==> src/rtl/relu_seq_ctrl_if.sv <==
`default_nettype none
//============================================================================
// Module   : relu_seq_ctrl_if
// Desc     : Source-read / destination-write buffer bus for relu_seq_ctrl.
// Revision : 1.0
//============================================================================
interface relu_seq_ctrl_if #(
  parameter int VEC_SIZE   = 4,
  parameter int DATA_WIDTH = 16,
  parameter int ADDR_WIDTH = 8
);
  logic                                      rd_en;
  logic [ADDR_WIDTH-1:0]                     rd_addr;
  logic signed [VEC_SIZE-1:0][DATA_WIDTH-1:0] rd_data;
  logic                                      wr_en;
  logic                                      wr_ready;
  logic [ADDR_WIDTH-1:0]                     wr_addr;
  logic signed [VEC_SIZE-1:0][DATA_WIDTH-1:0] wr_data;

  modport master (
    output rd_en, rd_addr,
    input  rd_data,
    output wr_en, wr_addr, wr_data,
    input  wr_ready
  );

  modport slave (
    input  rd_en, rd_addr,
    output rd_data,
    input  wr_en, wr_addr, wr_data,
    output wr_ready
  );
endinterface
`default_nettype wire

==> src/rtl/relu_seq_ctrl.sv <==
`default_nettype none
//============================================================================
// Module   : relu / relu_seq_ctrl
// Desc     : Lane-wise ReLU, and a sequencer streaming a buffer through it.
// Revision : 1.0
//============================================================================
module relu #(
  parameter int VEC_SIZE   = 4,
  parameter int DATA_WIDTH = 16,
  parameter int FIXED_PNT  = 8
) (
  input  logic signed [VEC_SIZE-1:0][DATA_WIDTH-1:0] x,
  output logic signed [VEC_SIZE-1:0][DATA_WIDTH-1:0] y
);
  // ReLU is independent of the binary point; FIXED_PNT only describes the format.
  if (FIXED_PNT > DATA_WIDTH) begin : g_fxp_wider_than_lane
  end

  for (genvar i = 0; i < VEC_SIZE; i++) begin : g_lane
    assign y[i] = ($signed(x[i]) > 0) ? x[i] : '0;
  end
endmodule

module relu_seq_ctrl #(
  parameter int VEC_SIZE   = 4,
  parameter int DATA_WIDTH = 16,
  parameter int FIXED_PNT  = 8,
  parameter int ADDR_WIDTH = 8
) (
  input  logic                  clk,
  input  logic                  rst_n,
  input  logic                  start,
  input  logic [ADDR_WIDTH:0]   len,
  input  logic [ADDR_WIDTH-1:0] src_base,
  input  logic [ADDR_WIDTH-1:0] dst_base,
  input  logic                  bypass,
  input  logic                  abort,
  output logic                  busy,
  output logic                  done,
  output logic [ADDR_WIDTH:0]   vec_cnt,
  relu_seq_ctrl_if.master       bus
);
  typedef enum logic [1:0] {
    IDLE = 2'd0,
    RD   = 2'd1,
    WR   = 2'd2,
    DONE = 2'd3
  } state_t;

  state_t                r_state;
  state_t                w_state_nxt;
  logic [ADDR_WIDTH:0]   r_len;
  logic [ADDR_WIDTH-1:0] r_src;
  logic [ADDR_WIDTH-1:0] r_dst;
  logic                  r_bypass;
  logic [ADDR_WIDTH-1:0] r_idx;
  logic [ADDR_WIDTH:0]   r_vec_cnt;
  logic                  w_last;
  logic                  w_wr_accept;
  logic                  w_job_start;
  logic signed [VEC_SIZE-1:0][DATA_WIDTH-1:0] w_relu;

  relu #(
    .VEC_SIZE   (VEC_SIZE),
    .DATA_WIDTH (DATA_WIDTH),
    .FIXED_PNT  (FIXED_PNT)
  ) u_relu (
    .x (bus.rd_data),
    .y (w_relu)
  );

  assign w_job_start = (r_state == IDLE) && start;
  assign w_last      = ({1'b0, r_idx} == (r_len - 1'b1));
  assign w_wr_accept = (r_state == WR) && !abort && bus.wr_ready;

  always_ff @(posedge clk) begin
    if (!rst_n) begin
      r_state <= IDLE;
    end else begin
      r_state <= w_state_nxt;
    end
  end

  always_comb begin
    w_state_nxt = r_state;
    case (r_state)
      IDLE: begin
        if (start) begin
          w_state_nxt = (len == '0) ? DONE : RD;
        end
      end
      RD: begin
        w_state_nxt = abort ? IDLE : WR;
      end
      WR: begin
        if (abort) begin
          w_state_nxt = IDLE;
        end else if (bus.wr_ready) begin
          w_state_nxt = w_last ? DONE : RD;
        end
      end
      DONE: begin
        w_state_nxt = IDLE;
      end
      default: begin
        w_state_nxt = IDLE;
      end
    endcase
  end

  always_ff @(posedge clk) begin
    if (!rst_n) begin
      r_len     <= '0;
      r_src     <= '0;
      r_dst     <= '0;
      r_bypass  <= 1'b0;
      r_idx     <= '0;
      r_vec_cnt <= '0;
    end else if (w_job_start) begin
      r_len     <= len;
      r_src     <= src_base;
      r_dst     <= dst_base;
      r_bypass  <= bypass;
      r_idx     <= '0;
      r_vec_cnt <= '0;
    end else if (w_wr_accept) begin
      r_vec_cnt <= r_vec_cnt + 1'b1;
      if (!w_last) begin
        r_idx <= r_idx + 1'b1;
      end
    end
  end

  assign busy    = (r_state != IDLE);
  assign done    = (r_state == DONE);
  assign vec_cnt = r_vec_cnt;

  // Strobes are dropped in the abort cycle so the memories never see a half-cancelled access.
  assign bus.rd_en   = (r_state == RD) && !abort;
  assign bus.wr_en   = (r_state == WR) && !abort;
  assign bus.rd_addr = r_src + r_idx;
  assign bus.wr_addr = r_dst + r_idx;
  assign bus.wr_data = (r_state == WR) ? (r_bypass ? bus.rd_data : w_relu) : '0;
endmodule
`default_nettype wire

==> src/flat_wrapper.sv <==
// flat-port wrapper written by rule: the top's interface ports become plain ports
module relu_seq_ctrl_flat 
#(
  parameter int VEC_SIZE   = 4,
  parameter int DATA_WIDTH = 16,
  parameter int FIXED_PNT  = 8,
  parameter int ADDR_WIDTH = 8
)
  (clk, rst_n, start, len, src_base, dst_base, bypass, abort, busy, done, vec_cnt, bus_rd_en, bus_rd_addr, bus_rd_data, bus_wr_en, bus_wr_addr, bus_wr_data, bus_wr_ready);
  relu_seq_ctrl_if #(.VEC_SIZE(VEC_SIZE), .DATA_WIDTH(DATA_WIDTH), .ADDR_WIDTH(ADDR_WIDTH)) bus_i ();
  input  logic clk;
  input  logic rst_n;
  input  logic start;
  input  logic [ADDR_WIDTH:0] len;
  input  logic [ADDR_WIDTH-1:0] src_base;
  input  logic [ADDR_WIDTH-1:0] dst_base;
  input  logic bypass;
  input  logic abort;
  output logic busy;
  output logic done;
  output logic [ADDR_WIDTH:0] vec_cnt;
  output wire logic [$bits(bus_i.rd_en)-1:0] bus_rd_en;
  output wire logic [$bits(bus_i.rd_addr)-1:0] bus_rd_addr;
  input wire logic [$bits(bus_i.rd_data)-1:0] bus_rd_data;
  output wire logic [$bits(bus_i.wr_en)-1:0] bus_wr_en;
  output wire logic [$bits(bus_i.wr_addr)-1:0] bus_wr_addr;
  output wire logic [$bits(bus_i.wr_data)-1:0] bus_wr_data;
  input wire logic [$bits(bus_i.wr_ready)-1:0] bus_wr_ready;
  assign bus_rd_en = bus_i.rd_en;
  assign bus_rd_addr = bus_i.rd_addr;
  assign bus_i.rd_data = bus_rd_data;
  assign bus_wr_en = bus_i.wr_en;
  assign bus_wr_addr = bus_i.wr_addr;
  assign bus_wr_data = bus_i.wr_data;
  assign bus_i.wr_ready = bus_wr_ready;
  relu_seq_ctrl #(.VEC_SIZE(VEC_SIZE), .DATA_WIDTH(DATA_WIDTH), .FIXED_PNT(FIXED_PNT), .ADDR_WIDTH(ADDR_WIDTH)) u_core (.clk(clk), .rst_n(rst_n), .start(start), .len(len), .src_base(src_base), .dst_base(dst_base), .bypass(bypass), .abort(abort), .busy(busy), .done(done), .vec_cnt(vec_cnt), .bus(bus_i));
endmodule
==> config.mk <==
export PLATFORM = sky130hd
export DESIGN_NAME = relu_seq_ctrl_flat
export DESIGN_NICKNAME = d
export VERILOG_FILES = /design/src/rtl/relu_seq_ctrl_if.sv /design/src/rtl/relu_seq_ctrl.sv /design/src/flat_wrapper.sv
export SDC_FILE = /design/constraint.sdc
export NUM_CORES = 1
export LEC_CHECK = 0
export ABC_AREA = 1
export ABC_CLOCK_PERIOD_IN_PS = 2190
export BUFFER_PORTS_ARGS = -buffer_cell sky130_fd_sc_hd__buf_2
export CORE_MARGIN = 2
export CORE_UTILIZATION = 29
export CTS_BUF_LIST = sky130_fd_sc_hd__clkbuf_8
export DETAILED_ROUTE_END_ITERATION = 10
export GPL_ROUTABILITY_DRIVEN = 0
export PLACE_DENSITY = 0.66
export SYNTH_ARGS = -nofsm -noshare
export SYNTH_HDL_FRONTEND = slang
export SYNTH_SLANG_ARGS = --single-unit
==> constraint.sdc <==
create_clock -name clk -period 2.19 [get_ports clk]
set_input_delay 0.3285 -clock clk [delete_from_list [all_inputs] [get_ports clk]]
set_output_delay 0.3285 -clock clk [all_outputs]
set_load 0.1 [all_outputs]
==> impl_metrics.csv, run 1 <==
group,metric,value,unit
critical_path,worstSetupPathType,"flip-flop to output port",
route,drc,0,
global_route,overflow,0,
logic_synthesis,async_reset_ff_share,0,%
placement,placedInstanceArea,5890,sq um
timing,whs,233,ps
logic_synthesis,yosysUniqueCellTypes,34,
layout,final_core_util,59.2,%
global_route,first_global_vias,4197,
critical_path,required,1860,ps
route,routed.top_layer,"met4",
floorplanning,start_util,29.5,%
flow_run,drv_cap,0,
critical_path,reg2reg_to,"u_core.r_idx[2]$_SDFFE_PP0P_",
floorplanning,core-area,11900,sq um
global_route,antenna_found_initial,1,
power,ir_worst_vdd,0.355,mV
placement,dp_slack,62.3,ps
clock_tree,numCtsBuffers,5,
critical_path,endpoint_kind,"output port",
logic_synthesis,synthTopCellsByArea,"dfxtp_1 26%, nor2_1 15%, inv_1 11%",
logic_synthesis,synth-edff-count,0,
clock_tree,cts_buffer_depth,2,
timing,min_period,2430,ps
layout,postLayoutCellArea,7050,sq um
route,vias_per_cell,4.71,
layout,stdcell_count,938,
timing,slew_headroom,65.9,%
logic_synthesis,synth_nets,678,
timing,setup_viol_count_final,8,
route,vias,4422,
placement,place_hpwl,9.74,mm
critical_path,crit_end,"bus_wr_addr[6]",
logic_synthesis,yosys_warnings,0,
clock_tree,cts_tree,"built",
critical_path,reg2reg_depth,12,
timing,post-route-period-util,111,%
min_path,min_path_cells,3,
timing,finClkSkew,10.6,ps
placement,dp_cells,915,
global_route,grt.total_usage,19.3,%
floorplanning,fp-row-count,40,
timing,tns,-824,ps
floorplanning,io_pins,188,
layout,area_delta_synth_final,101,%
layout,final_nets,903,
global_route,grt_first_pass_wirelength,20.1,mm
run_status,status,"finished with violations",
global_route,grt_max_degree,36,
clock_tree,holdBufCountCts,0,
power,power,3.55,mW
logic_synthesis,ys_ff_latch,45,
clock_tree,cts-root-buf,"clkbuf_8",
critical_path,crit_fanout,4,
critical_path,startpoint,"u_core.r_idx[0]$_SDFFE_PP0P_",
min_path,hp-class,"input pin to flip-flop",
logic_synthesis,netlist_instances,564,
logic_synthesis,ys_seq_area_share,25.6,%
logic_synthesis,synthFlopType,"dfxtp_1",
clock_tree,htreeDepth,2,
floorplanning,die_x,114,um
logic_synthesis,synth_top_cell_by_area,"dfxtp_1",
layout,drive_gt1_share,47.8,%
logic_synthesis,synth_top_area_share,25.6,%
clock_tree,clock_latency,310,ps
route,m1WireLength,5.20,mm
timing,layout_setup_ws,-240,ps
route,firstDrtPassIters,4,
timing,slew_violations,0,
layout,final_common_cell,"buf_2",
layout,n_fill_cell,1020,
power,p_leak,3.25,nW
timing,rsz0062_at_grt,"yes",
route,ant_nets,0,
route,drt_iter0_markers,229,
layout,layout_common_cells,"115 x buf_2, 106 x inv_1, 71 x nor2_1, 71 x buf_12, 68 x nand2_1",
critical_path,arrival,2100,ps
floorplanning,die_h,114,um
power,power_density,504,nW/um^2
placement,port_buffers,187,
route,finalWirelength,14.1,mm
critical_path,rrSetupSlack,280,ps
critical_path,critPathLaunchType,"flip-flop",
timing,max_freq,0.411,GHz
logic_synthesis,avgSynthCellArea,6.23,sq um
logic_synthesis,syn-cell-area,3510,sq um
route,dr_wl_met2,7.68,mm
critical_path,r2r_start,"u_core.r_len[0]$_SDFFE_PN0P_",
route,routed-wl-met3,906,um
floorplanning,die-area,13000,sq um
route,wl_per_cell,15.1,um
clock_tree,clk_pin_slew,100,ps
timing,tightest_slew,515,ps
clock_tree,numClockSinks,45,
run_status,violations,"negative setup slack",
timing,hold_viol_final,0,
[state kept, by name, summed over array words and instances (netlist names)]
signal and count:
u_core.r_src 8, u_core.r_bypass 1, u_core.r_len 9, u_core.vec_cnt 9
u_core.r_dst 8, u_core.r_idx 8, u_core.r_state 2
[metal layers]
| layer | vias up | track usage [%] |
|---|---|---|
| li1 | 2204 | - |
| met1 | 2029 | 20.4 |
| met2 | 164 | 38.3 |
| met3 | 25 | 3.07 |
| met4 | 0 | 6.34 |
| met5 | - | 0 |
[area by class of cell]
class	instances	area, sq um	share of cell area [%]
repair buffers	231	2360	33.5
inverters	116	439	6.23
multi-input cells	390	3030	43.0
clock inverters	3	42.5	0.603
clock buffers	5	68.8	0.976
flip-flops and latches	45	920	13.0
well taps	147	184	2.61
diodes	1	2.50	0.0355
[synthesized netlist by cell type, types with 2 or more instances]
master	count
nor4_1	3
inv_2	5
xnor2_1	9
a21oi_1	34
o21ai_0	34
ha_1	17
nor2_1	137
buf_2	6
o211ai_1	2
nand2_1	70
clkbuf_1	7
nand4_1	19
nor3_1	5
nor2_2	3
nor2_4	3
inv_1	107
nand3_1	18
o41ai_2	4
xor2_1	17
nand3_2	2
dfxtp_1	45
fa_1	2
clkinv_1	4
[kinds of logic (layout without fill, tap and decap cells)]
logic type	count (synthesis)	in the layout	synth area share, %
xor gates and xnor gates	26	26	6.48
other	0	1	0
and+or+nand+nor	267	267	33.7
buffers and inverters	129	355	14.0
DFF	45	45	25.6
adders and majority gates	19	19	7.19
AOI/OAI and AO/OA	78	78	13.0
[how the worst min path moves through the flow]
stage                     slack [ps]                        endpoint                      startpoint
after global routing             250    u_core.r_dst[5]$_SDFFE_PN0P_                     dst_base[5]
after detailed placement         470  u_core.vec_cnt[5]$_SDFFE_PP0P_  u_core.vec_cnt[5]$_SDFFE_PP0P_
after floorplan                  460    u_core.r_dst[7]$_SDFFE_PN0P_                     dst_base[7]
after CTS                        230    u_core.r_dst[5]$_SDFFE_PN0P_                     dst_base[5]
after global placement           470  u_core.vec_cnt[8]$_SDFFE_PP0P_  u_core.vec_cnt[8]$_SDFFE_PP0P_
final                            230    u_core.r_dst[5]$_SDFFE_PN0P_                     dst_base[5]
[where the power goes]
part | internal [mW] | total (mW) | switching [mW] | leakage [nW]
sequential | 0.883 | 0.942 | 0.0590 | 0.374
combinational | 0.653 | 1.96 | 1.31 | 2.81
clock | 0.339 | 0.654 | 0.315 | 0.0595
[critical path, cell delays in order (launching register included)]
cell and delay (ps):
dfxtp_4 400, ha_4 150, inv_2 40, fa_2 380, o21ai_4 170, a21oi_2 70
nor2_1 120, nor2_2 80, xnor2_4 180, buf_12 190
[repair_timing]
item                                    4_1_cts  5_1_grt
setup buffers                                 8        5
gates cloned                                  0        2
endpoints found under the setup margin       62       67
pin swaps                                    21       24
resized for setup                           113      107
No activity file was read; power rests on OpenSTA's default activity.
==> run 2: changes to the inputs <==
--- a/config.mk
+++ b/config.mk
@@ -15,4 +15,5 @@
 export GPL_ROUTABILITY_DRIVEN = 0
 export PLACE_DENSITY = 0.66
+export REMOVE_ABC_BUFFERS = 1
 export SYNTH_ARGS = -nofsm -noshare
 export SYNTH_HDL_FRONTEND = slang
==> constraint.sdc (replaced) <==
create_clock -name clk -period 2.19 [get_ports clk]
set_input_delay 0.3285 -clock clk [delete_from_list [all_inputs] [get_ports clk]]
set_output_delay 0.3285 -clock clk [all_outputs]
set_load 0.01 [all_outputs]
==> impl_metrics.csv, run 2 (synthesis gave the netlist of run 1 again) <==
group,metric,value,unit
floorplanning,die_h,114,um
layout,layout_common_cells,"187 x buf_2, 128 x nor2_1, 104 x inv_1, 69 x nand2_1, 39 x dfxtp_1",
clock_tree,cts_buffer_depth,2,
clock_tree,numCtsBuffers,5,
route,wl_per_cell,13.1,um
power,p_sw_share,36.0,%
timing,layout_setup_ws,-85.9,ps
floorplanning,die_x,114,um
route,finalWirelength,12.0,mm
power,power_density,466,nW/um^2
layout,final_common_cell,"buf_2",
timing,setup_viol_count_final,3,
power,p_int,1.49,mW
power,pwr-share-seq,40.3,%
timing,max_freq,0.439,GHz
run_status,violations,"negative setup slack",
timing,post-route-period-util,104,%
flow_run,drv_cap,0,
clock_tree,htreeDepth,2,
route,dr_wl_met2,6.30,mm
timing,slew_violations,0,
critical_path,worstSetupPathType,"flip-flop to output port",
global_route,overflow,0,
global_route,grt_first_pass_wirelength,18.3,mm
power,p_leak,2.84,nW
route,drt_iter0_markers,180,
route,vias,4130,
power,power.net_switching,0.836,mW
timing,whs,251,ps
layout,stdcell_count,915,
route,firstDrtPassIters,5,
clock_tree,cts_tree,"built",
timing,tightest_slew,478,ps
layout,final_core_util,41.8,%
layout,area_delta_synth_final,41.8,%
power,combPwrFrac,35.2,%
route,routed.top_layer,"met4",
critical_path,endpoint_kind,"output port",
critical_path,required,1860,ps
timing,finClkSkew,7.56,ps
critical_path,arrival,1950,ps
floorplanning,core-area,11900,sq um
route,m1WireLength,4.81,mm
floorplanning,die-area,13000,sq um
layout,multi_input_area,2250,sq um
timing,hold_viol_final,0,
route,drc,0,
layout,drive_gt1_share,35.6,%
floorplanning,io_pins,188,
placement,place_hpwl,9.66,mm
clock_tree,cts-root-buf,"clkbuf_8",
critical_path,crit_fanout,3,
placement,dp_slack,86.1,ps
placement,port_buffers,187,
power,ir_worst_vdd,0.332,mV
clock_tree,clk_pin_slew,90,ps
route,ant_nets,0,
route,routed-wl-met3,759,um
layout,n_fill_cell,1273,
timing,slew_headroom,68.1,%
clock_tree,clock_latency,300,ps
route,vias_per_cell,4.51,
layout,final_nets,880,
power,clkPwrFrac,24.5,%
critical_path,critPathLaunchType,"flip-flop",
global_route,first_global_vias,3760,
layout,final-seq-area,913,sq um
global_route,antenna_found_initial,1,
min_path,hp-class,"input pin to flip-flop",
global_route,grt_max_degree,36,
placement,dp_cells,900,
clock_tree,holdBufCountCts,0,
timing,min_period,2280,ps
floorplanning,start_util,29.5,%
run_status,status,"finished with violations",
clock_tree,numClockSinks,45,
global_route,grt.total_usage,17.7,%
floorplanning,fp-row-count,40,
power,power,2.32,mW
timing,rsz0062_at_grt,"yes",
run 2: cell count changes in the layout (fill, tap and decap cells not counted), moves of 7 or more:
cell / delta
xor2_4: -7
buf_2: +72
buf_6: -7
nor2_4: -59
buf_12: -71
xor2_1: +8
nor2_1: +57
buf_4: -16
run 2: per-layer routing:
layer / track usage [%] / up-vias
met2: 35.2 / 137
met4: 4.07 / 0
li1: - / 2166
met5: 0 / -
met1: 19.2 / 1816
met3: 2.96 / 11
run 2: worst paths after layout:
path	from	end	slack [ps]	cells past startpoint
hold reg to reg	u_core.vec_cnt[5]$_SDFFE_PP0P_	u_core.vec_cnt[5]$_SDFFE_PP0P_	480	2
hold / removal	dst_base[6]	u_core.r_dst[6]$_SDFFE_PN0P_	250	3
setup / recovery	u_core.r_idx[0]$_SDFFE_PP0P_	bus_wr_addr[6]	-90	10
setup reg to reg	u_core.r_len[0]$_SDFFE_PN0P_	u_core.r_idx[6]$_SDFFE_PP0P_	340	12
run 2: timing repair:
action,in CTS,in global routing
pin swaps,4,11
resized for setup,17,24
setup endpoints to repair,8,15
buffers inserted,2,4
run 2: final cells by class:
| type | instances | area share, % |
|---|---|---|
| antenna | 1 | 0.0502 |
| clock buffer | 7 | 1.93 |
| clock inverter | 1 | 0.100 |
| inverter | 116 | 8.81 |
| multi-input combinational | 390 | 45.1 |
| sequential | 45 | 18.3 |
| tap | 147 | 3.69 |
| timing repair buffer | 208 | 22.0 |
run 2: through the flow:
stage | setup TNS, ps | area (sq um)
finish | -177 | 4980
CTS | -83.1 | 4870
floorplan | 0 | 3460
detailed placement | 0 | 4690
global route | -634 | 4980
global placement | 0 | 4690
run 2: critical path: stages, from the launching register on:
cell     delay (ps)
dfxtp_4         380
buf_6           110
ha_4            130
inv_2            30
fa_2            340
o21ai_2         190
a21oi_2          70
nor2_1           80
nor2_1           50
xnor2_1         120
buf_2           140
run 2: power groups by stage:
stage	registers (mW)	logic [mW]	clock network (mW)
after floorplan	0.940	0.485	0
after global placement	0.950	0.792	0
after detailed placement	0.951	0.793	0
after CTS	0.933	0.804	0.591
after global routing	0.945	0.924	0.626
final	0.937	0.818	0.570
